--- src/rtl/apb_pkg.sv ---
// Shared types and address-map constants for the APB initiator.
package apb_pkg;

  // Bus phase of the initiator.
  typedef enum logic [1:0] {
    ST_IDLE   = 2'd0,
    ST_SETUP  = 2'd1,
    ST_ACCESS = 2'd2
  } apb_state_t;

  // Responder i lives at APB_BASE + i*APB_SLV_SIZE.
  localparam logic [31:0] APB_BASE     = 32'h1000_0000;
  localparam logic [31:0] APB_SLV_SIZE = 32'h0000_1000;
  localparam int          APB_NUM_SLV  = 4;

endpackage

--- src/rtl/apb_addr_decoder.sv ---
// Combinational address decoder: one window per responder, one-hot select
// plus a hit flag. Addresses outside every window give sel=0, hit=0.
module apb_addr_decoder
  import apb_pkg::*;
(
  input  logic [31:0]            addr,
  output logic [APB_NUM_SLV-1:0] sel,
  output logic                   hit
);

  genvar gi;
  generate
    for (gi = 0; gi < APB_NUM_SLV; gi++) begin : g_win
      localparam logic [31:0] WIN_LO = APB_BASE + APB_SLV_SIZE * 32'(gi);
      localparam logic [31:0] WIN_HI = WIN_LO + APB_SLV_SIZE;
      // Full 32-bit compare so aliases above the map never decode.
      assign sel[gi] = (addr >= WIN_LO) && (addr < WIN_HI);
    end
  endgenerate

  assign hit = |sel;

endmodule

--- src/rtl/apb_master.sv ---
// APB initiator: accepts single-beat CPU load/store requests, decodes them to
// one of four responders, runs SETUP/ACCESS and returns data or an error in a
// one-cycle ready pulse.
// Optional feature: define APB_TIMEOUT_EN to abort ACCESS phases that see no
// PREADY within TIMEOUT_CYC cycles (reported as err=1).
module apb_master
  import apb_pkg::*;
#(
  parameter int TIMEOUT_CYC = 16
)(
  input  logic        PCLK,
  input  logic        PRESET,
  input  logic        transfer,
  input  logic        write,
  input  logic [31:0] addr,
  input  logic [31:0] wdata,
  output logic [31:0] rdata,
  output logic        ready,
  output logic        err,
  output logic [31:0] PADDR,
  output logic        PWRITE,
  output logic [31:0] PWDATA,
  output logic        PENABLE,
  output logic [3:0]  PSEL,
  input  logic [31:0] PRDATA0,
  input  logic [31:0] PRDATA1,
  input  logic [31:0] PRDATA2,
  input  logic [31:0] PRDATA3,
  input  logic        PREADY0,
  input  logic        PREADY1,
  input  logic        PREADY2,
  input  logic        PREADY3
);

  apb_state_t state_reg, state_next;

  logic [APB_NUM_SLV-1:0] sel_reg, sel_next;
  logic [31:0]            paddr_reg, paddr_next;
  logic [31:0]            pwdata_reg, pwdata_next;
  logic                   pwrite_reg, pwrite_next;
  logic [31:0]            rdata_reg, rdata_next;
  logic                   ready_reg, ready_next;
  logic                   err_reg, err_next;

  logic [APB_NUM_SLV-1:0] dec_sel;
  logic                   dec_hit;

  apb_addr_decoder u_dec (
    .addr (addr),
    .sel  (dec_sel),
    .hit  (dec_hit)
  );

  // Responder return path, gathered into arrays so the mux is one loop.
  logic [31:0]            prdata_arr    [APB_NUM_SLV];
  logic [31:0]            prdata_masked [APB_NUM_SLV];
  logic [APB_NUM_SLV-1:0] pready_vec;
  logic [31:0]            prdata_sel;
  logic                   pready_sel;

  assign prdata_arr[0] = PRDATA0;
  assign prdata_arr[1] = PRDATA1;
  assign prdata_arr[2] = PRDATA2;
  assign prdata_arr[3] = PRDATA3;
  assign pready_vec    = {PREADY3, PREADY2, PREADY1, PREADY0};

  genvar gi;
  generate
    for (gi = 0; gi < APB_NUM_SLV; gi++) begin : g_mask
      assign prdata_masked[gi] = sel_reg[gi] ? prdata_arr[gi] : 32'h0;
    end
  endgenerate

  // AND-OR read mux: only the latched responder contributes.
  always_comb begin
    prdata_sel = 32'h0;
    for (int i = 0; i < APB_NUM_SLV; i++) begin
      prdata_sel = prdata_sel | prdata_masked[i];
    end
  end

  // Unselected responders' PREADY are masked off here.
  assign pready_sel = |(pready_vec & sel_reg);

`ifdef APB_TIMEOUT_EN
  localparam int              CNT_W    = $clog2(TIMEOUT_CYC + 1);
  // The abort fires on the edge that would take the count to TIMEOUT_CYC.
  localparam logic [CNT_W-1:0] CNT_LAST = CNT_W'(TIMEOUT_CYC - 1);

  logic [CNT_W-1:0] tmo_cnt_reg, tmo_cnt_next;

  // Stalled-ACCESS cycle counter.
  always_ff @(posedge PCLK or negedge PRESET) begin
    if (!PRESET) tmo_cnt_reg <= '0;
    else         tmo_cnt_reg <= tmo_cnt_next;
  end
`else
  localparam int unused_timeout_cyc = TIMEOUT_CYC;
`endif

  // State and registered outputs; reset forces IDLE so PSEL/PENABLE drop at once.
  always_ff @(posedge PCLK or negedge PRESET) begin
    if (!PRESET) begin
      state_reg  <= ST_IDLE;
      sel_reg    <= '0;
      paddr_reg  <= 32'h0;
      pwdata_reg <= 32'h0;
      pwrite_reg <= 1'b0;
      rdata_reg  <= 32'h0;
      ready_reg  <= 1'b0;
      err_reg    <= 1'b0;
    end else begin
      state_reg  <= state_next;
      sel_reg    <= sel_next;
      paddr_reg  <= paddr_next;
      pwdata_reg <= pwdata_next;
      pwrite_reg <= pwrite_next;
      rdata_reg  <= rdata_next;
      ready_reg  <= ready_next;
      err_reg    <= err_next;
    end
  end

  // Next-state and next-output logic; ready/err default low so they pulse.
  always_comb begin
    state_next  = state_reg;
    sel_next    = sel_reg;
    paddr_next  = paddr_reg;
    pwdata_next = pwdata_reg;
    pwrite_next = pwrite_reg;
    rdata_next  = rdata_reg;
    ready_next  = 1'b0;
    err_next    = 1'b0;
`ifdef APB_TIMEOUT_EN
    tmo_cnt_next = tmo_cnt_reg;
`endif

    case (state_reg)
      ST_IDLE: begin
        if (transfer) begin
          if (dec_hit) begin
            sel_next    = dec_sel;
            paddr_next  = addr;
            pwdata_next = wdata;
            pwrite_next = write;
            state_next  = ST_SETUP;
          end else begin
            // Decode miss never reaches the bus.
            ready_next = 1'b1;
            err_next   = 1'b1;
            rdata_next = 32'h0;
          end
        end
      end

      ST_SETUP: begin
        state_next = ST_ACCESS;
`ifdef APB_TIMEOUT_EN
        tmo_cnt_next = '0;
`endif
      end

      ST_ACCESS: begin
        // PREADY has priority over the timeout in the same cycle.
        if (pready_sel) begin
          rdata_next = pwrite_reg ? 32'h0 : prdata_sel;
          ready_next = 1'b1;
          state_next = ST_IDLE;
        end
`ifdef APB_TIMEOUT_EN
        else if (tmo_cnt_reg == CNT_LAST) begin
          rdata_next = 32'h0;
          ready_next = 1'b1;
          err_next   = 1'b1;
          state_next = ST_IDLE;
        end else begin
          tmo_cnt_next = tmo_cnt_reg + 1'b1;
        end
`endif
      end

      default: state_next = ST_IDLE;
    endcase
  end

  assign PSEL    = (state_reg == ST_IDLE) ? '0 : sel_reg;
  assign PENABLE = (state_reg == ST_ACCESS);
  assign PADDR   = paddr_reg;
  assign PWDATA  = pwdata_reg;
  assign PWRITE  = pwrite_reg;
  assign rdata   = rdata_reg;
  assign ready   = ready_reg;
  assign err     = err_reg;

endmodule

--- config.mk ---
export PLATFORM = sky130hd
export DESIGN_NAME = apb_master
export DESIGN_NICKNAME = d
export VERILOG_FILES = /design/src/rtl/apb_pkg.sv /design/src/rtl/apb_addr_decoder.sv /design/src/rtl/apb_master.sv
export SDC_FILE = /design/constraint.sdc
export NUM_CORES = 1
export LEC_CHECK = 0
export ABC_CLOCK_PERIOD_IN_PS = 2400
export BUFFER_PORTS_ARGS = -buffer_cell sky130_fd_sc_hd__buf_2
export CORE_AREA = 2 2 119 121
export DETAILED_ROUTE_END_ITERATION = 7
export DIE_AREA = 0 0 121 123
export PLACE_DENSITY = 0.77
export SYNTH_ARGS = -nofsm -noshare
export SYNTH_HDL_FRONTEND = slang
export SYNTH_SLANG_ARGS = --single-unit
--- constraint.sdc ---
create_clock -name PCLK -period 2.4 [get_ports PCLK]
set_clock_uncertainty 0.1 [all_clocks]
set_input_delay 0.48 -clock PCLK [delete_from_list [all_inputs] [get_ports PCLK]]
set_output_delay 0.48 -clock PCLK [all_outputs]
set_load 0.005 [all_outputs]
==> flow_summary.rst <==
.. list-table::
   :header-rows: 1

   * - Metric
     - Value
   * - Final hold slack
     - about 250 ps
   * - Total standard cell area after synthesis
     - 4680 um^2
   * - Starting density of the core
     - around 34%
   * - Crit-path leading delay family
     - simple AND/OR/NAND/NOR gates
   * - Wire length of the first global-routing pass
     - between 15000 and 20000 um
   * - Power density of the placed cells
     - approximately 530 nW/um^2
   * - Avg WL per Cell
     - 15.4 um
   * - Most area-hungry cell type in the Yosys netlist
     - dfrtp_1
   * - Non-filler instance count after layout
     - about 850
   * - Critical path class
     - reg2reg
   * - Antenna diode count
     - 0
   * - Count of flip-flops with a built-in enable after synthesis
     - 0
   * - Total number of vias
     - 4082
   * - Finished layout cell area
     - 6780 um^2
   * - Crit path launch
     - state_reg[1]$_DFFE_PN0P_
   * - Data arrival time of the critical path
     - approximately 2200 ps
   * - Half-perimeter wire length after placement
     - slightly above 10000 um
   * - Inst Count DP
     - around 830
   * - Placement Cell Area
     - between 6000 and 7000 um^2
   * - Critical path's largest stage delay
     - ~470 ps
   * - Vias per cell
     - ~4.8
   * - Initial DRC count
     - ~180
   * - Number of inserted filler cells in the final layout
     - between 1k and 1.5k
   * - Area of the die
     - approximately 15000 um^2
   * - Final number of setup-violating endpoints
     - 0
   * - Post-synth top flop
     - dfrtp_1
   * - All-Layer GR Usage
     - approximately 17%
   * - Core ar.
     - 13600 um^2
   * - Layer carrying the most global-route usage
     - met2
   * - Type of the tightest min-delay check
     - in2reg
   * - Nets
     - around 860
   * - Tightest Pin Transition
     - 468 ps
   * - Fraction of registers with async set/reset
     - between 90% and 100%
   * - Share of Yosys cell area claimed by the top area cell type
     - a little under three fifths
   * - Min Clock Period, post-route
     - just over 2000 ps
   * - Fraction of met2 tracks used by global routing
     - between 20% and 30%
   * - I/O pins
     - between 300 and 400
   * - Kind of end point of the critical path
     - flop
   * - Root Driver
     - clkbuf_16
   * - Initial antenna violation count
     - 0
   * - Syn Nets
     - approximately 560
   * - Count of mapped cells out of synthesis
     - ~360
   * - Number of resized instances in the post-cts repair step
     - 0
   * - Unrepaired setup endpoints after global routing
     - no
   * - Number of global-route vias before repair
     - around 4k
   * - Final GP Congestion
     - 0.775
   * - Average cell area after synthesis
     - around 13 um^2
   * - Launching element type of the critical path
     - flop
   * - Post-route core utilization
     - 49.8%
   * - Critical path's slowest cell
     - or3b_1
   * - Maximum number of pins on one net before global-route repair
     - 57
   * - Sinks on the clock net
     - approximately 110
   * - Die extent in y
     - between 100 and 150 um
   * - Router iterations before antenna repair
     - 4
   * - Fraction of final layout cells sized beyond drive strength 1
     - around 58%
   * - Hold Vio Cnt, Final
     - 0
   * - Total wirelength of the detailed-routed design
     - between 10000 and 15000 um
   * - Yosys synthesis warning count
     - 0
   * - Peak supply drop
     - between 0.3 and 0.4 mV
   * - Post-synthesis sequential area ratio
     - 56.1%
   * - Global-route met3 utilization
     - under 10%
   * - Number of standard-cell rows in the floorplan
     - 43
   * - Most common cell after layout, fill and taps aside
     - buf_2
   * - Horizontal die dimension
     - between 100 and 150 um
   * - Clk Latency, worst-skew pair
     - roughly 340 ps
   * - Endpoint required time on the critical path
     - around 2500 ps
   * - Largest buffer count on any clock path
     - 2
   * - Number of slew-limit violations in the final report
     - 0
   * - Peak fanout along the critical path
     - 52
   * - Number of levels the H-tree was split into
     - 3
   * - Accumulated negative setup slack
     - 0 ps
   * - Total clock buffers created by CTS
     - 9
   * - Cell Chain, Critical Path
     - or3b_1 > nor3_4 > buf_12 > mux2_2
   * - Max-Cap Viols
     - 0
   * - Unique cell type count in the Yosys netlist
     - 24
   * - Launching point of the worst reg2reg path
     - state_reg[1]$_DFFE_PN0P_
   * - Run status
     - complete, no violations
   * - Clock transition at the register clock pins on the worst setup and hold paths after CTS
     - ~70 ps
   * - Leakage power
     - 3.84 nW
   * - End point of the most critical hold path
     - PWDATA[16]$_DFFE_PN0P_
   * - Worst path bufs/invs
     - 1
   * - Grt ovf
     - 0
   * - Antenna-violating nets left
     - 0
   * - Residual DRC
     - 0
   * - Capturing point of the worst reg2reg path
     - PWDATA[30]$_DFFE_PN0P_
   * - Leading cell types in the layout, fill and taps excluded
     - 302 x buf_2, 105 x dfrtp_1, 66 x a22oi_1
   * - Area delta synth->final
     - 44.8%
   * - Count of cells along the worst register-to-register path
     - 4
   * - Maximum achievable frequency
     - approximately 0.49 GHz
   * - GRT met1 Usage
     - a little over a fifth
   * - Largest cells by area after synthesis
     - dfrtp_1 56%, mux2_2 12%, a22oi_1 11%
   * - R2r setup slk
     - between 300 and 400 ps
   * - Max_slew headroom
     - 68.8%
   * - Count of state elements after synthesis
     - between 100 and 150
   * - TritonCTS clock tree
     - built
   * - Hold Path Depth
     - 2
   * - Origin of the worst min-delay path
     - wdata[16]
   * - I/O Buffers
     - a little over 300
   * - Part of the cycle the worst path needs
     - 85.3%
-- cell type report --
cell class / instances / area, um^2 / share of cell area (%)
flip-flops and latches: 105 / 2630 / 38.7
clock inverters: 6 / 96.3 / 1.42
inverters: 2 / 7.51 / 0.111
well taps: 180 / 225 / 3.32
clock buffers: 10 / 239 / 3.52
repair buffers: 318 / 1670 / 24.6
multi-input cells: 228 / 1920 / 28.2
-- worst reg2reg max path, stage by stage (launching register included) --
cell and delay, ps:
dfrtp_1 400, or3b_1 470, nor3_4 270, buf_12 280, mux2_2 420
-- layer usage --
| layer | vias up | routed length (um) |
|---|---|---|
| met1 | 1928 | 5440 |
| met3 | 16 | 1130 |
| met4 | 0 | 224 |
| met5 | - | 0 |
| met2 | 190 | 6260 |
| li1 | 1948 | - |
-- cells by family after synthesis --
family | count (synthesis) | synth area share (%)
AND/OR/NAND/NOR | 41 | 5.61
multiplexers | 83 | 20.0
flip-flops | 105 | 56.1
AO/OA/AOI/OAI | 104 | 15.2
buffers and inverters | 31 | 3.13
-- where the power goes --
part           total (mW)  leakage [nW]  switching [mW]  internal, mW
Sequential           1.77          1.46      0.00000215          1.77
Clock                1.61         0.161           0.658         0.955
Combinational       0.211          2.22          0.0881         0.123
Total                3.59          3.84           0.746          2.85
-- stage by stage --
stage / total power [mW] / setup WS [ps]
CTS: 3.64 / 355
finish: 3.59 / 354
global placement: 2.01 / 117
global route: 3.73 / 256
detailed placement: 2.02 / 57.6
floorplan: 1.81 / 239
-- synthesized netlist by cell type (3+ instances only) --
cell type and n:
buf_2 6, nand3_1 3, mux2_2 49, nor4_2 3, clkbuf_1 20, buf_6 3
nor2b_1 23, mux2_1 34, a21oi_1 34, dfrtp_1 105, nor2_1 4, a22oi_1 66
-- repair_timing --
item                                    in CTS  in global routing
hold buffers                                 1                  0
buffers inserted                             0                  0
hold endpoints to repair                    31                  0
endpoints found under the setup margin       0                  0
-- worst max-delay path by stage --
stage	to	slack (ps)	depth (start not counted)
after floorplan	rdata[10]$_DFFE_PN0P_	240	5
after global placement	PWDATA[8]$_DFFE_PN0P_	120	7
after detailed placement	PWDATA[30]$_DFFE_PN0P_	60	7
after CTS	PWDATA[30]$_DFFE_PN0P_	350	4
after global routing	rdata[19]$_DFFE_PN0P_	260	5
final	PWDATA[30]$_DFFE_PN0P_	350	4
No activity file was read; power rests on OpenSTA's default activity.
